$ cat config.mk
export PLATFORM = sky130hd
export DESIGN_NAME = mux6_arb_flat
export DESIGN_NICKNAME = d
export VERILOG_FILES = /design/src/rtl/mux6_arb_if.sv /design/src/rtl/mux6_arb.sv /design/src/flat_wrapper.sv
export SDC_FILE = /design/constraint.sdc
export NUM_CORES = 1
export LEC_CHECK = 0
export BUFFER_PORTS_ARGS = -buffer_cell sky130_fd_sc_hd__buf_2
export CAP_MARGIN = 40
export CORE_MARGIN = 2
export CORE_UTILIZATION = 25
export CTS_BUF_LIST = sky130_fd_sc_hd__clkbuf_16
export DETAILED_ROUTE_END_ITERATION = 6
export GPL_ROUTABILITY_DRIVEN = 0
export SETUP_SLACK_MARGIN = 0.1
export SYNTH_ARGS = -nofsm -noshare
export SYNTH_HDL_FRONTEND = slang
export SYNTH_SLANG_ARGS = --single-unit
$ cat constraint.sdc
create_clock -name clk -period 5.7 [get_ports clk]
set_input_delay 1.14 -clock clk [delete_from_list [all_inputs] [get_ports clk]]
set_output_delay 1.14 -clock clk [all_outputs]
set_load 0.01 [all_outputs]
$ cat src/rtl/mux6_arb_if.sv
// Handshake/bus bundle between the mux6_arb arbiter and its channel selector
// and consumer. The master modport is the arbiter side.
interface mux6_arb_if #(
   parameter int DATA_W = 8
);
   logic [5:0]        req;
   logic [2:0]        sel;
   logic [DATA_W-1:0] din;
   logic [5:0]        grant;
   logic [DATA_W-1:0] dout;
   logic              dout_valid;
   logic              dout_ready;
   logic [2:0]        dout_ch;

   modport master (
      input  req, din, dout_ready,
      output sel, grant, dout, dout_valid, dout_ch
   );

   modport slave (
      output req, din, dout_ready,
      input  sel, grant, dout, dout_valid, dout_ch
   );
endinterface

$ cat src/rtl/mux6_arb.sv
// Six-channel arbiter driving an external 6:1 selector and capturing one word per transfer.
// Define MUX6_ARB_FIXED_PRIO_EN for fixed lowest-index priority; default is round-robin.
module mux6_arb #(
   parameter int DATA_W = 8,
   parameter int NCH    = 6
) (
   input  logic       clk,
   input  logic       rst_n,
   mux6_arb_if.master bus
);

   if (NCH != 6) begin : g_nch_check
      $error("mux6_arb supports NCH == 6 only");
   end

   typedef enum logic [1:0] {
      IDLE = 2'd0,
      CAPT = 2'd1,
      HOLD = 2'd2
   } state_t;

   state_t            r_state;
   logic [2:0]        r_sel;
   logic [2:0]        r_ptr;
   logic [2:0]        r_dout_ch;
   logic [5:0]        r_grant;
   logic [DATA_W-1:0] r_dout;
   logic              r_dout_valid;

   logic [2:0]        w_winner;
   logic [2:0]        w_ptr_next;

`ifdef MUX6_ARB_FIXED_PRIO_EN
   function automatic logic [2:0] pick_fixed(input logic [5:0] req);
      logic [2:0] win;
      win = 3'd0;
      for (int k = 5; k >= 0; k--) begin
         if (req[k]) win = 3'(k);
      end
      return win;
   endfunction
`else
   // First set request at or after ptr, wrapping 5 -> 0.
   function automatic logic [2:0] pick_rr(input logic [5:0] req, input logic [2:0] ptr);
      logic [2:0] win;
      logic       found;
      int         base;
      int         idx;
      win   = 3'd0;
      found = 1'b0;
      base  = (ptr > 3'd5) ? 0 : int'(ptr);
      for (int k = 0; k < 6; k++) begin
         idx = base + k;
         if (idx >= 6) idx = idx - 6;
         if (!found && req[idx]) begin
            win   = 3'(idx);
            found = 1'b1;
         end
      end
      return win;
   endfunction
`endif

   always_comb begin
      // NOTE: every always_comb output gets a default first so no path leaves it unassigned (no latch).
      w_winner = 3'd0;
`ifdef MUX6_ARB_FIXED_PRIO_EN
      w_winner = pick_fixed(bus.req);
`else
      w_winner = pick_rr(bus.req, r_ptr);
`endif
   end

   assign w_ptr_next = (r_sel == 3'd5) ? 3'd0 : r_sel + 3'd1;

   // NOTE: state registers use non-blocking assignments so every register samples pre-edge values.
   always_ff @(posedge clk or negedge rst_n) begin
      if (!rst_n) begin
         r_state      <= IDLE;
         r_sel        <= 3'd0;
         r_ptr        <= 3'd0;
         r_dout_ch    <= 3'd0;
         r_grant      <= 6'd0;
         r_dout       <= '0;
         r_dout_valid <= 1'b0;
      end else begin
         r_grant <= 6'd0;
         case (r_state)
            IDLE: begin
               if (|bus.req) begin
                  r_sel   <= w_winner;
                  r_state <= CAPT;
               end
            end
            CAPT: begin
               r_dout       <= bus.din;
               r_dout_ch    <= r_sel;
               r_grant      <= 6'd1 << r_sel;
               r_dout_valid <= 1'b1;
               r_state      <= HOLD;
            end
            HOLD: begin
               if (bus.dout_ready) begin
                  r_dout_valid <= 1'b0;
                  r_ptr        <= w_ptr_next;
                  r_state      <= IDLE;
               end
            end
            default: r_state <= IDLE;
         endcase
      end
   end

   assign bus.sel        = r_sel;
   assign bus.grant      = r_grant;
   assign bus.dout       = r_dout;
   assign bus.dout_valid = r_dout_valid;
   assign bus.dout_ch    = r_dout_ch;

endmodule

$ cat src/flat_wrapper.sv
// flat-port wrapper written by rule: the top's interface ports become plain ports
module mux6_arb_flat 
#(
   parameter int DATA_W = 8,
   parameter int NCH    = 6
)
  (clk, rst_n, bus_req, bus_din, bus_dout_ready, bus_sel, bus_grant, bus_dout, bus_dout_valid, bus_dout_ch);
  mux6_arb_if #(.DATA_W(DATA_W)) bus_i ();
  input  logic clk;
  input  logic rst_n;
  input wire logic [$bits(bus_i.req)-1:0] bus_req;
  input wire logic [$bits(bus_i.din)-1:0] bus_din;
  input wire logic [$bits(bus_i.dout_ready)-1:0] bus_dout_ready;
  output wire logic [$bits(bus_i.sel)-1:0] bus_sel;
  output wire logic [$bits(bus_i.grant)-1:0] bus_grant;
  output wire logic [$bits(bus_i.dout)-1:0] bus_dout;
  output wire logic [$bits(bus_i.dout_valid)-1:0] bus_dout_valid;
  output wire logic [$bits(bus_i.dout_ch)-1:0] bus_dout_ch;
  assign bus_i.req = bus_req;
  assign bus_i.din = bus_din;
  assign bus_i.dout_ready = bus_dout_ready;
  assign bus_sel = bus_i.sel;
  assign bus_grant = bus_i.grant;
  assign bus_dout = bus_i.dout;
  assign bus_dout_valid = bus_i.dout_valid;
  assign bus_dout_ch = bus_i.dout_ch;
  mux6_arb #(.DATA_W(DATA_W), .NCH(NCH)) u_core (.clk(clk), .rst_n(rst_n), .bus(bus_i));
endmodule
======== After elaboration in Yosys (flattened, before gate mapping) ========
Index checks and enable logic that the tools add are counted.
W data, S select, Z words.
word-level totals
  memory bits (writable) .................. 0
  latch bits .............................. 0
  register bits after elaboration ......... 26
  ROM bits ................................ 0
  memories ................................ 0
  input port bits ......................... 17
  output and inout port bits .............. 21
cells by class
  $mul .................................... 0
  multiplexer cells ....................... 43
  bitwise operators ....................... 0
  add/sub/neg operators ................... 12
  div/mod/pow operators ................... 0
  reductions and logical operators ........ 17
  shift-type cells ........................ 1
  order comparisons ....................... 13
  equality and inequality tests ........... 5
operators by type and width
  cell                     number
  $ge A32 B4 Y1 const B    6
  $lt A32 B5 Y1 const B    6
  $mux W32                 6
  $sub A32 B4 Y32 const B  6
  $add A32 B3 Y32 const B  2
  $add A32 B4 Y32 const B  2
  $add A32 B2 Y32 const B  1
  $mux W3                  8
  $bmux W1 S3              6
  $mux W1                  18
  $reduce_and A2 Y1        4
  $mux W6                  1
  $pmux W2 S3              1
  $reduce_or A6 Y1         1
  $shl A1 B3 Y6 const A    1
  $logic_and A1 B1 Y1      5
  $logic_not A1 Y1         5
  $mux W2                  2
  $add A3 B1 Y3 const B    1
  $eq A3 B3 Y1 const B     1
  $gt A3 B3 Y1 const B     1
  $eq A2 B1 Y1 const B     1
  $eq A2 B2 Y1 const B     1
  $logic_not A2 Y1         1
  other kinds (4)          4

======== Depth between registers and ports, before layout ========
Gate-level depths: netlist of the first run.
  depth after elaboration ................. 23
  depth in mapped cells ................... 14
  depth with buffers taken out ............ 12

======== Worst setup path before layout of the first run ========
Ideal clock, no wire load.
  path type ............................... reg-to-reg
  start ................................... register u_core.r_ptr[1]
  end ..................................... register u_core.r_sel[0], in the netlist u_core.bus.sel[0]
  data required time ...................... 5.629 ns
  slack ................................... 2.362 ns
  buffers on the path ..................... 3
  library setup time ...................... 0.071 ns
  stages on the path, launching flop included .. 14
  data arrival time ....................... 3.267 ns
  cells stage by stage .................... dfrtp_1 > buf_4 > a21boi_4 > buf_6 > ha_1 > buf_2 > xor2_1 > ha_1 > o31ai_1 > mux2_2 > mux2i_1 > a2111oi_0 > or4b_1 > nand3_1
on the way
  longest elaborated chain between the ends .. 23
ends and longest elaborated chain
  item                                                                      line             text
  from (decl)                                                               mux6_arb.sv:24   logic [2:0] r_ptr;
  from (signal assigned)                                                    mux6_arb.sv:105  r_ptr <= w_ptr_next;
  $gt A3 B3 Y1                                                              mux6_arb.sv:51   base = (ptr > 3'd5) ? 0 : int'(ptr);
  $mux W3 *                                                                 mux6_arb.sv:51
  parallel branches: the longest is 20 deep, another holds $add A32 B2 Y32  -
  $mux W3 *                                                                 mux6_arb.sv:55   if (!found && req[idx]) begin
  to (signal assigned)                                                      mux6_arb.sv:91   r_sel <= w_winner;
  to (decl)                                                                 mux6_arb.sv:23   logic [2:0] r_sel;
Every way passes the cells marked *. The select of a mux whose other input is x is not followed.
A chain may end at the register's enable or synchronous reset.

======== Worst setup path after layout of the first run ========
  start ................................... register u_core.r_ptr[0]
  end ..................................... register u_core.r_sel[0], in the netlist u_core.bus.sel[0]
Same word-level chain as after synthesis.

==> results.yml, run 1 <==
worst_hold_path:
  hold_path_startpoint: "u_core.bus.dout_ch[2]$_DFFE_PN0P_"
  hp-class: "flop to flop"
sta:
  max_freq_mhz: 243
  fin_crit_ns: 4.11
  slew-limit-headroom_pct: 43.8
  drv_slew: 0
  tightest_slew_ns: 0.838
  setup_viol: 0
  hold_viol_final: 0
  finalClockSkew_ns: 0.00370
  fin_setup_tns_ns: 0
  rsz0062_at_grt: "no"
  fin_crit_sh_pct: 72.1
final_layout:
  diodes: 0
  instances_no_fill: 351
  area_growth_pct: 14.7
  drive_gt1_share_pct: 30.1
  nets: 273
  nFillCells: 887
cts:
  clkSinkCount: 26
  clockBufferDepth: 2
  cts_hold_buf: 0
  insertion_delay_ns: 0.26
  path_clk_slew_ns: 0.06
  h-tree-depth: 1
  cts_buffers: 3
  cts.repair.resized: 0
  root_buffer: "clkbuf_16"
  cts_setup_buffers: 0
  tritoncts: "yes"
synth:
  synth_xor_area_share_pct: 2.03
  synth_seq_cells: 26
  ys.flop_type: "dfrtp_1"
  synth_compound_area_share_pct: 20.5
  synth_top_family_by_area: "simple AND/OR/NAND/NOR gates"
  synth.top_cells.by_count: "dfrtp_1 (26), nand2_1 (22), mux2_2 (12)"
  syn_avg_cell_area_um2: 9.58
  yosysTopAreaCellShare_pct: 31.0
  async_flop_share_pct: 100
  syn_area_um2: 2100
  ys_types: 66
  synth_top_cell_by_area: "dfrtp_1"
  synth.most_common_cell: "dfrtp_1"
  syn_nets: 245
  yosysWarnings: 0
  synth_edf_count: 0
  synth_cells: 219
  synth-simple-area-share_pct: 22.1
  ys_top_cells_by_area: "dfrtp_1 (31%), mux2_2 (6.4%), ha_1 (5.4%)"
  synthMuxAreaShare_pct: 12.9
  synthAdderAreaFrac_pct: 5.37
  yosysSeqAreaShare_pct: 31.0
critical_path:
  required_ns: 5.89
  end_kind: "flop"
  cp.arrival_ns: 4.30
  startpoint_type: "flop"
  worstSetupStartpoint: "u_core.r_ptr[0]$_DFFE_PN0P_"
  crit_fanout: 16
  criticalPathCategory: "flop to flop"
  reg2reg_from: "u_core.r_ptr[0]$_DFFE_PN0P_"
  r2r_setup_slack_ns: 1.59
global_route:
  antenna_found_initial: 0
  grt_usage_pct: 10.6
  grt-ovfl-total: 0
  grt_pass1_wl_um: 7780
  grt_max_degree: 27
  grt_pass1_vias: 1628
routing:
  drt_wl_total_um: 4720
  vias: 1740
  drtAntennaViolNets: 0
  avgRoutedWirePerCell_um: 13.5
  first_iter_violations: 214
  drtPass1Iterations: 5
  post-route-drc-count: 0
  drt-vias-per-instance: 4.96
placed_design:
  dp.cells: 347
  port_buffers: 37
  dpl.hpwl_um: 3680
flow_run:
  maxCapViolations: 0
die:
  ios: 38
  placementRows: 33
  start_util_pct: 25.7
  core_area_um2: 8180
  die-width_um: 95.6
  die_h_um: 95.6
  die_area_um2: 9140
power_and_ir_drop:
  power_leakage_nw: 1.05
  total_power_mw: 1.52
  vdd_drop_max_mv: 0.131
  power_density_nw_per_um2: 630
outcome:
  outcome: "completed"
## report_power, final
group          total, mW  internal [mW]  switching [mW]
Sequential         0.358          0.263          0.0949
Clock              0.151         0.0937          0.0571
Combinational       1.01          0.433           0.575
## state kept, by name (all words and copies together) (netlist names)
name,flops
u_core.bus.grant,6
u_core.bus.dout_ch,3
u_core.bus.sel,3
u_core.r_ptr,3
u_core.r_state,2
u_core.bus.dout,8
u_core.bus.dout_valid,1
## path summary, 6_finish.rpt
path / endpoint / cells past startpoint
min in group asynchronous: u_core.bus.grant[4]$_DFF_PN0_ / 1
max: u_core.bus.sel[0]$_DFFE_PN0P_ / 10
max in group asynchronous: u_core.bus.dout[1]$_DFFE_PN0P_ / 1
max reg2reg: u_core.bus.sel[0]$_DFFE_PN0P_ / 10
min: u_core.bus.dout_ch[2]$_DFFE_PN0P_ / 2
min reg2reg: u_core.bus.dout_ch[2]$_DFFE_PN0P_ / 2
## layout make-up
class	instances	area, um^2	share of cell area (%)
clock buffers	3	75.1	3.12
clock inverters	1	3.75	0.156
inverters	10	38.8	1.61
multi-input cells	169	1320	54.9
flip-flops and latches	26	651	27.0
well taps	105	131	5.46
repair buffers	37	185	7.70
## per-stage QoR
stage / util [%] / hold slack (ns) / setup slack (ns) / instance area, um^2
floorplan: - / 0.512 / 2.36 / 2100
global placement: 28.5 / 0.459 / 1.72 / 2330
detailed placement: 28.5 / 0.469 / 1.63 / 2330
CTS: 29.4 / 0.483 / 1.61 / 2410
global route: 29.4 / 0.520 / 1.31 / 2410
finish: 29.4 / 0.473 / 1.59 / 2410
## logic make-up after synthesis
| family | count (synthesis) |
|---|---|
| AO/OA/AOI/OAI | 50 |
| XOR/XNOR | 4 |
| adder cells (fa/ha/maj) | 9 |
| buffers and inverters | 24 |
| flip-flops | 26 |
| multiplexers | 25 |
| AND/OR/NAND/NOR | 81 |
## cell usage in the layout, fill, tap and decap left out, types with 5 or more instances in the layout
cell type	n
ha_1	9
mux2_2	12
mux2i_1	11
dfrtp_1	26
nand3_1	7
o21ai_0	6
nor2b_1	5
nand2b_1	8
nand2_1	22
a21oi_1	9
inv_1	9
buf_2	37
nor2_1	10
## critical path, stage by stage, from the launching register on
cell and delay [ns]:
dfrtp_1 0.67, a21boi_4 0.50, ha_1 0.50, xor2_1 0.22
ha_1 0.26, o31ai_1 0.41, mux2_2 0.38, mux2i_1 0.29
a2111oi_0 0.16, or4b_1 0.54, nand3_1 0.10
## metal layers
| metal | share of wire (%) | wire (um) | track usage, % |
|---|---|---|---|
| met3 | 6.4 | 304 | 1.19 |
| met5 | 0 | 0 | 0 |
| met4 | 1.7 | 81 | 4.64 |
| met2 | 46 | 2170 | 17.4 |
| met1 | 46 | 2170 | 14.1 |
(Power assumes the default switching activity.)
==> inputs of run 2 (changes only) <==
--- a/config.mk
+++ b/config.mk
@@ -5,6 +5,7 @@
 export SDC_FILE = /design/constraint.sdc
 export NUM_CORES = 1
 export LEC_CHECK = 0
+export ABC_AREA = 1
 export BUFFER_PORTS_ARGS = -buffer_cell sky130_fd_sc_hd__buf_2
 export CAP_MARGIN = 40
 export CORE_MARGIN = 2
==> constraint.sdc (replaced) <==
create_clock -name clk -period 3.4 [get_ports clk]
set_input_delay 0.68 -clock clk [delete_from_list [all_inputs] [get_ports clk]]
set_output_delay 0.68 -clock clk [all_outputs]
set_load 0.01 [all_outputs]
==> run 2 against run 1 <==
  * Sequential cell count is the same
  * Synthesized cell count grew 29%
  * Via count grew 6.8%
  * Fmax grew 40%
  * Sequential share of layout area grew 1.0 points
  * First-iteration DRC count shrank 54%
  * Critical path type unchanged
  * Largest cell class unchanged
==> results.yml, run 2 <==
outcome:
  outcome: "completed"
synth:
  synth_top_cell_by_area: "dfrtp_1"
  syn_avg_cell_area_um2: 7.01
  synth-simple-area-share_pct: 42.9
  yosysSeqAreaShare_pct: 32.9
  synth_cells: 282
  yosysTopAreaCellShare_pct: 32.9
  ys.flop_type: "dfrtp_1"
  yosysWarnings: 0
  synth_seq_cells: 26
  synth_compound_area_share_pct: 6.90
  ys_types: 31
  ys_top_cells_by_area: "dfrtp_1 (33%), nand2_1 (17%), nand3_1 (7.3%)"
  synth_top_family_by_area: "simple AND/OR/NAND/NOR gates"
  synth.top_cells.by_count: "nand2_1 (89), inv_1 (34), nand3_1 (29)"
  synth_xor_area_share_pct: 0.823
  synth_edf_count: 0
  syn_nets: 308
  synth.most_common_cell: "nand2_1"
  async_flop_share_pct: 100
  synthAdderAreaFrac_pct: 5.70
  synthMuxAreaShare_pct: 0
  syn_area_um2: 1980
sta:
  max_freq_mhz: 341
  fin_setup_tns_ns: 0
  fin_crit_sh_pct: 86.3
  setup_viol: 0
  worst_hold_slack_ns: 0.419
  hold_viol_final: 0
  rsz0062_at_grt: "no"
  finalClockSkew_ns: 0.00320
  layout_setup_ws_ns: 0.466
  drv_slew: 0
  tightest_slew_ns: 0.696
  fin_crit_ns: 2.93
  slew-limit-headroom_pct: 53.4
die:
  ios: 38
  start_util_pct: 25.7
  die-width_um: 92.9
  core_area_um2: 7690
  placementRows: 32
  die_area_um2: 8630
  die_h_um: 92.9
routing:
  avgRoutedWirePerCell_um: 10.6
  drtPass1Iterations: 4
  dr.max_layer_used: "met4"
  wl_met1_um: 2110
  vias: 1858
  drt_wl_total_um: 4430
  first_iter_violations: 99
  wl_met3_um: 209
  drt-vias-per-instance: 4.42
  met2_length_um: 2050
  drtAntennaViolNets: 0
  post-route-drc-count: 0
critical_path:
  crit_chain: "nand2_2 > nand2_4 > inv_4 > ha_1 > inv_1 > nand2_1 > nand2_2 > ha_1 > inv_1 > nand2_1 > nand2_1 > inv_1 > nand2_2 > nand3_2 > nor2_4 > nand3_4 > o21ai_1 > inv_1 > nand2_1 > nand2_1"
  crit_family: "simple AND/OR/NAND/NOR gates"
  criticalPathCategory: "flop to flop"
  startpoint_type: "flop"
  cp.arrival_ns: 3.08
  slowest_delay_ns: 0.45
  end_kind: "flop"
  slowest_stage: "dfrtp_1"
  required_ns: 3.55
  crit_fanout: 15
  crit_buf_inv: 5
  worstSetupStartpoint: "u_core.r_ptr[2]$_DFFE_PN0P_"
  crit_top_cell: "nand2_1"
  reg2reg_from: "u_core.r_ptr[2]$_DFFE_PN0P_"
final_layout:
  area_growth_pct: 17.4
  largest_register_ffs: 8
  diodes: 0
  final_cell_mix: "nand2_1 (89), buf_2 (37), inv_1 (34)"
  nets: 346
  drive_gt1_share_pct: 24.2
  final_common_cell: "nand2_1"
cts:
  h-tree-depth: 1
  insertion_delay_ns: 0.25
  tritoncts: "yes"
  root_buffer: "clkbuf_16"
  clkSinkCount: 26
  cts_setup_buffers: 0
  cts_buffers: 3
  clockBufferDepth: 2
  cts.repair.resized: 0
  cts_hold_buf: 0
  path_clk_slew_ns: 0.06
global_route:
  grt_pass1_vias: 1725
  grt_pass1_wl_um: 7560
  antenna_found_initial: 0
  grt-ovfl-total: 0
  grt_max_degree: 27
  grt_usage_pct: 10.7
placed_design:
  post-place-ws_ns: 0.486
  port_buffers: 37
  dpl.hpwl_um: 3540
flow_run:
  maxCapViolations: 0
worst_hold_path:
  hp-class: "input pin to asynchronous set/reset pin"
## run 2: cell types whose count changed after synthesis, sizes merged, moves of 11 or more
cell   change
inv       +34
nand3     +28
nand2     +82
mux2      -14
mux2i     -11
nor2      +14
## run 2: cell type report
cell class / count / area (um^2)
inverter: 44 / 168
timing repair buffer: 37 / 185
sequential: 26 / 651
clock buffer: 3 / 75.1
fill: 863 / 5370
multi-input combinational: 208 / 1110
tap: 102 / 128
## run 2: stage by stage
| stage | util [%] | area [um^2] | cells |
|---|---|---|---|
| floorplan | - | 1980 | 282 |
| global placement | 29.2 | 2240 | 417 |
| detailed placement | 29.2 | 2240 | 417 |
| CTS | 30.2 | 2320 | 420 |
| global route | 30.2 | 2320 | 420 |
| finish | 30.2 | 2320 | 420 |
## run 2: layer usage
layer / GRT usage [%] / up-vias
met4: 3.80 / 0
li1: - / 963
met1: 14.0 / 845
met5: 0 / -
met2: 18.2 / 44
met3: 1.06 / 6
## run 2: final timing paths
| check | to | slack [ns] | depth (start not counted) |
|---|---|---|---|
| worst min-delay path | u_core.bus.grant[5]$_DFF_PN0_ | 0.42 | 1 |
| worst max register to register | u_core.bus.sel[2]$_DFFE_PN0P_ | 0.47 | 20 |
| max in group asynchronous | u_core.bus.dout_ch[2]$_DFFE_PN0P_ | 2.59 | 1 |
| worst min register to register | u_core.bus.dout[0]$_DFFE_PN0P_ | 0.47 | 2 |
| worst max-delay path | u_core.bus.sel[2]$_DFFE_PN0P_ | 0.47 | 20 |
| min in group clk | u_core.bus.dout[0]$_DFFE_PN0P_ | 0.47 | 2 |
## run 2: cells by family (layout without fill, tap and decap cells)
| logic type | Yosys count | count (layout) |
|---|---|---|
| buf+inv | 48 | 84 |
| flops | 26 | 26 |
| compound gates | 21 | 21 |
| fa+ha+maj | 9 | 9 |
| simple gates | 177 | 177 |
| xor+xnor | 1 | 1 |
## run 2: worst register-to-register path, cell delays in order, from the launching register on
cell	delay [ns]
dfrtp_1	0.45
nand2_2	0.17
nand2_4	0.16
inv_4	0.15
ha_1	0.26
inv_1	0.14
nand2_1	0.14
nand2_2	0.07
ha_1	0.27
inv_1	0.05
nand2_1	0.04
nand2_1	0.08
inv_1	0.07
nand2_2	0.09
nand3_2	0.10
nor2_4	0.19
nand3_4	0.12
o21ai_1	0.14
inv_1	0.05
nand2_1	0.06
nand2_1	0.04
Power of run 2 is left out: the tool's default activity adds up to more than one toggle a clock period on the data nets, which glitch-free logic cannot reach.
